$ cat config.mk
export PLATFORM = sky130hd
export DESIGN_NAME = als_sample_sequencer
export DESIGN_NICKNAME = d
export VERILOG_FILES = /design/src/rtl/als_pkg.sv /design/src/rtl/als_period_timer.sv /design/src/rtl/als_sample_sequencer.sv
export SDC_FILE = /design/constraint.sdc
export NUM_CORES = 1
export LEC_CHECK = 0
export BUFFER_PORTS_ARGS = -buffer_cell sky130_fd_sc_hd__buf_2
export CORE_UTILIZATION = 45
export DETAILED_ROUTE_END_ITERATION = 12
export SLEW_MARGIN = 20
export SYNTH_ARGS = -nofsm -noshare
export SYNTH_HDL_FRONTEND = slang
export SYNTH_SLANG_ARGS = --single-unit
$ cat constraint.sdc
create_clock -name clock -period 2.5 [get_ports clock]
set_input_delay 0.125 -clock clock [delete_from_list [all_inputs] [get_ports clock]]
set_output_delay 0.125 -clock clock [all_outputs]
set_load 0.1 [all_outputs]
$ cat src/rtl/als_pkg.sv
// Shared frame layout and sequencer state encoding for the Pmod ALS sample path.
package als_pkg;
   localparam int DATA_MSB  = 12;
   localparam int DATA_LSB  = 5;
   localparam int LEAD_MSB  = 15;
   localparam int LEAD_LSB  = 13;
   localparam int TRAIL_MSB = 4;

   // Raw 16-bit frame as shifted in: leading zeros, 8-bit light value, trailing zeros.
   typedef struct packed {
      logic [LEAD_MSB-LEAD_LSB:0] lead;
      logic [DATA_MSB-DATA_LSB:0] data;
      logic [TRAIL_MSB:0]         trail;
   } frame_t;

   typedef enum logic [1:0] {IDLE, START, WAIT} state_t;
endpackage

$ cat src/rtl/als_period_timer.sv
// Free-running period counter that raises tick in its wrap cycle while enabled.
// Latency: tick is combinational from the registered count.
// Backpressure: none; disabling holds the count at zero.
module als_period_timer #(
   parameter int PERIOD_CYCLES = 5000000
) (
   input  logic clock,
   input  logic reset,
   input  logic enable,
   output logic tick
);
   localparam int CW = $clog2(PERIOD_CYCLES);
   localparam logic [CW-1:0] LAST = CW'(PERIOD_CYCLES - 1);

   logic [CW-1:0] count;

   always_ff @(posedge clock) begin
      if (reset || !enable)
         count <= '0;
      else if (count == LAST)
         count <= '0;
      else
         count <= count + CW'(1);
   end

   assign tick = enable && (count == LAST);
endmodule

$ cat src/rtl/als_sample_sequencer.sv
// Periodic ALS conversion scheduler: requests frames, times them out, validates and averages samples.
// Latency: spi_start one cycle after tick; sample/average/frame_error one cycle after spi_done.
// Backpressure: spi_busy defers spi_start; ticks arriving while a request is pending are dropped.
module als_sample_sequencer
   import als_pkg::*;
#(
   parameter int PERIOD_CYCLES  = 5000000,
   parameter int AVG_LOG2       = 3,
   parameter int TIMEOUT_CYCLES = 256
) (
   input  logic        clock,
   input  logic        reset,
   input  logic        enable,
   input  logic        clear_error,
   output logic        spi_start,
   input  logic        spi_busy,
   input  logic        spi_done,
   input  logic [15:0] spi_frame,
   output logic [7:0]  sample,
   output logic        sample_valid,
   output logic [7:0]  average,
   output logic        average_valid,
   output logic        frame_error,
   output logic        timeout_error,
   output logic        overrun
);
   localparam int AW = 8 + AVG_LOG2;
   localparam int NW = AVG_LOG2 + 1;
   localparam int TW = $clog2(TIMEOUT_CYCLES);
   localparam logic [NW-1:0] BLOCK  = NW'(1 << AVG_LOG2);
   localparam logic [TW-1:0] T_LAST = TW'(TIMEOUT_CYCLES - 1);

   state_t        state;
   logic          tick;
   logic [TW-1:0] wait_cnt;
   logic [AW-1:0] acc;
   logic [NW-1:0] cnt;
   frame_t        frame;
   logic [AW-1:0] sum_next;
   logic [NW-1:0] cnt_next;
   logic          frame_ok;
   logic          tick_dropped;
   logic          timeout_hit;

   als_period_timer #(
      .PERIOD_CYCLES(PERIOD_CYCLES)
   ) u_timer (
      .clock (clock),
      .reset (reset),
      .enable(enable),
      .tick  (tick)
   );

   assign frame        = spi_frame;
   assign frame_ok     = (frame.lead == '0) && (frame.trail == '0);
   assign sum_next     = acc + AW'(frame.data);
   assign cnt_next     = cnt + NW'(1);
   assign tick_dropped = tick && (state != IDLE);
   assign timeout_hit  = (state == WAIT) && !spi_done && (wait_cnt == T_LAST);

   always_ff @(posedge clock) begin
      if (reset) begin
         state         <= IDLE;
         wait_cnt      <= '0;
         acc           <= '0;
         cnt           <= '0;
         spi_start     <= 1'b0;
         sample        <= '0;
         sample_valid  <= 1'b0;
         average       <= '0;
         average_valid <= 1'b0;
         frame_error   <= 1'b0;
         timeout_error <= 1'b0;
         overrun       <= 1'b0;
      end else begin
         spi_start     <= 1'b0;
         sample_valid  <= 1'b0;
         average_valid <= 1'b0;
         frame_error   <= 1'b0;
         // A set condition in the same cycle as clear_error keeps the flag high.
         overrun       <= (overrun && !clear_error) || tick_dropped;
         timeout_error <= (timeout_error && !clear_error) || timeout_hit;
         case (state)
            IDLE: begin
               if (tick) begin
                  state     <= START;
                  spi_start <= !spi_busy;
               end
            end
            START: begin
               // Once the pulse is out a frame is in flight, so WAIT regardless of enable.
               if (spi_start) begin
                  state    <= WAIT;
                  wait_cnt <= '0;
               end else if (!enable) begin
                  state <= IDLE;
               end else if (!spi_busy) begin
                  spi_start <= 1'b1;
               end
            end
            WAIT: begin
               if (spi_done) begin
                  state <= IDLE;
                  if (frame_ok) begin
                     sample       <= frame.data;
                     sample_valid <= 1'b1;
                     if (cnt_next == BLOCK) begin
                        average       <= sum_next[AVG_LOG2 +: 8];
                        average_valid <= 1'b1;
                        acc           <= '0;
                        cnt           <= '0;
                     end else begin
                        acc <= sum_next;
                        cnt <= cnt_next;
                     end
                  end else begin
                     frame_error <= 1'b1;
                  end
               end else if (wait_cnt == T_LAST) begin
                  state <= IDLE;
               end else begin
                  wait_cnt <= wait_cnt + TW'(1);
               end
            end
            default: state <= IDLE;
         endcase
      end
   end
endmodule

==> results.tsv <==
metric	value	unit
number of gates resized after CTS	0	
achievable frequency	441.2	MHz
DIE WIDTH	87.30	microns
initial antenna violation count	0	
number of clock buffers inserted by TritonCTS	9	
P_int	1703	uW
Min Hold Slack	0.03981	ns
Reg2Reg Setup Slack	0.23	ns
relative slew slack	47.25	%
setup tns final	0	ns
Hold Path Origin	spi_frame[11]	
number of placement rows	30	
worst reg2reg path depth	7	
CP max stage cell	o22ai_1	
switching power	467.7	uW
Total Wirelength	6689	microns
Worst Hold Path Cells	3	
number of antenna-violating nets in the routed design	0	
largest net degree at the start of global routing	47	
worst-skew pair later-pin latency	0.34	ns
final critical-path required period	2.266	ns
residual overflow from global routing	0	
clock sinks	70	
Remaining DRCs	0	
post-synthesis async set-or-reset flop share	0	%
number of register bits inferred by synthesis	70	
routability-driven placement congestion ratio	0.8497	
Overall Global Routing Usage	18.97	%
number of global-route vias before repair	2491	
area of the multi-input gates	1790	sq um
unrepaired setup endpoints after global routing	no	
number of warning messages in the yosys log	0	
primary flip-flop cell chosen by synthesis mapping	dfxtp_1	
critical path data arrival time	2.52	ns
detailed-route via count	2734	
post-synthesis sequential area ratio	42.80	%
Std-Cell Core Area	6907	sq um
kind of cell adding the most delay to the critical path	compound AO/OA/AOI/OAI gates	
largest stage delay on the critical path	0.43	ns
worst-path fanout max	7	
peak supply drop	0.0003536	V
final-report max-slew violation count	0	
number of enable flip-flop cells after synthesis	0	
number of hold violations in the final report	0	
combinational share of power	3.1	%
Final Setup Violations	0	
Worst Path Required	2.76	ns
CTS H-tree lvls	3	
worst r2r dst	average[7]	
Starting Density	47.41	%
share of the clock period used by the worst path after layout	90.65	%
Net count, final	456	
worst min-delay path class	in2reg	
clock transition at the registers of the reported paths	0.08	ns
count of pins on the block boundary	44	
path type of the worst setup path	reg2reg	
average wire length per cell after detail routing	12.79	microns
total buffers and inverters traversed by the critical path	0	
max-cap violations	0	
cells traversed along the worst timing path	ha_1 > fa_1 > a211oi_1 > o21bai_1 > o22ai_1 > o21ai_0 > a311oi_1	
combined area of all synthesized cells	3274	sq um
Worst Max-Slew Pin Slew	0.7913	ns
Worst Clk Skew	0.007791	ns
HPWL reported at the end of detailed placement	4605	microns
relative contribution of the clock network to total power	45.4	%
number of iterations in the first detailed-routing pass	4	
Fill cells	678	
share of post-route cells with drive strength above 1	16.39	%
launching element type of the critical path	register	
sequential share of power	51.4	%
layout overhead on the synthesized area	16.28	%
Avg Inst Size Synth	8.685	sq um
drt via density	5.228	
clock buffer depth	2	
total leakage power	0.001459	uW
power density relative to cell area	570.0	nW/um^2
instance count of the mapped netlist	377	
Clock Tree Root	clkbuf_8	
count of different cell masters after synthesis	50	
count of routing violations after the opening detailed-route iteration	105	
CTS tree	done	
FF+latch area	1401	sq um
hold worst-path end	sample[6]	
Synthesized Nets	411	
vertical extent of the die	87.30	microns
origin of the critical flop-to-flop path	acc[0]	
total inserted antenna cells	0	
kind of capture point of the worst setup path	register	
wire length of the first global-routing pass	11270	microns
count of input and output buffers	43	
Total Die Area	7621	sq um
status	completed	
share of total power consumed by net switching	21.55	%
power by group through the flow:
| stage | Clock [uW] | Combinational [uW] | Sequential, uW |
|---|---|---|---|
| after floorplan | 0 | 37.9 | 1140 |
| after global placement | 0 | 66.0 | 1140 |
| after detailed placement | 0 | 66.8 | 1140 |
| after CTS | 1020 | 68.0 | 1120 |
| after global routing | 1060 | 75.9 | 1120 |
| final | 986 | 67.3 | 1120 |
worst max-delay path by stage:
stage | from | to | slack, ns | depth (start not counted)
after global routing | acc[0] | average[7] | 0.04 | 7
after CTS | acc[0] | average[7] | 0.24 | 7
after floorplan | acc[0] | average[7] | 0.45 | 7
after global placement | acc[0] | average[7] | 0.27 | 7
final | acc[0] | average[7] | 0.23 | 7
after detailed placement | acc[0] | average[7] | 0.27 | 7
flip-flops by register name, summed over array words and instances (netlist names):
signal and flops:
u_timer.count 23, overrun 1, wait_cnt 8, cnt 4, average 8, sample 8
frame_error 1, spi_start 1, average_valid 1, state 2, acc 11, sample_valid 1
timeout_error 1
cell usage after synthesis (2+ instances only):
library cell   n  area, sq um
nor3_1         8        40.04
xor2_1        17        148.9
a22oi_1        4        30.03
or4_1          3        22.52
nor4b_1        2        17.52
nand4_1       11        68.82
o21ai_0        7        35.03
a21boi_0       2        15.01
a31oi_1        4        25.02
or3_1          3        18.77
and3_1         9        56.30
a21oi_1       30        150.1
or4_4          2        22.52
nand2b_1       3        18.77
and2_1         7        43.79
o211ai_1       2        15.01
nand3_1       14        70.07
ha_1          11        137.6
nor2_1        49        183.9
nand3b_1       8        60.06
o31ai_1        3        22.52
a211oi_1       5        37.54
inv_1          3        11.26
a21o_1         3        22.52
a32oi_1        2        17.52
dfxtp_1       70         1401
nor4_1         4        25.02
buf_2          3        15.01
clkbuf_1      12        45.04
nor2b_1        2        12.51
and4_1         3        26.28
xnor2_1       17        148.9
nand2_1       37        138.9
cell type report:
type / count / share of cell area, %
multi-input cells: 288 / 47.03
clock inverters: 6 / 2.268
inverters: 3 / 0.2958
well taps: 96 / 3.155
flip-flops and latches: 70 / 36.81
clock buffers: 10 / 3.352
repair buffers: 50 / 7.098
through the flow:
| step | power, uW | std cells | setup slack, ns | instance area, sq um | utilization [%] |
|---|---|---|---|---|---|
| 6_report | 2170 | 523 | 0.2337 | 3807 | 55.13 |
| 5_1_grt | 2254 | 523 | 0.03755 | 3807 | 55.13 |
| 4_1_cts | 2208 | 523 | 0.2443 | 3807 | 55.13 |
| 3_5_place_dp | 1209 | 506 | 0.2655 | 3583 | 51.88 |
| 3_3_place_gp | 1209 | 506 | 0.2728 | 3583 | 51.88 |
| 2_1_floorplan | 1180 | 377 | 0.4530 | 3274 | - |
logic make-up (layout without fill, tap and decap cells):
logic type                 count (synthesis)  in the layout  share of synthesized area (%)
and+or+nand+nor                          172            172                          27.32
xor gates and xnor gates                  34             34                          9.094
DFF                                       70             70                          42.80
buffers and inverters                     19             69                          2.522
adders and majority gates                 12             12                          4.815
AOI/OAI and AO/OA                         70             70                          13.45
metal layers:
metal  GRT usage (%)  vias to the layer above  wire length, microns
li1                -                     1426                     -
met1           23.67                     1241                  3190
met2           30.82                       59                  3083
met3           6.540                        8                   333
met4           5.663                        0                    82
met5               0                        -                     0
cell usage in the layout (no fill, tap or decap), drive strengths merged, types with 9 or more instances in the layout:
| cell | n |
|---|---|
| nand2 | 37 |
| nand3 | 14 |
| nor2 | 50 |
| nand4 | 11 |
| xnor2 | 17 |
| nor3 | 9 |
| clkbuf | 10 |
| a21oi | 30 |
| and3 | 9 |
| buf | 49 |
| dfxtp | 70 |
| ha | 11 |
| xor2 | 17 |
what timing repair did:
item,4_1_cts,5_1_grt
setup buffers,0,0
hold buffers,1,0
endpoints found under the hold margin,1,0
worst register-to-register path, stage by stage (launching register included):
cell and delay [ns]:
dfxtp_1 0.32, ha_1 0.20, fa_1 0.41, a211oi_1 0.25, o21bai_1 0.15, o22ai_1 0.43
o21ai_0 0.17, a311oi_1 0.25
(Power assumes the default switching activity.)
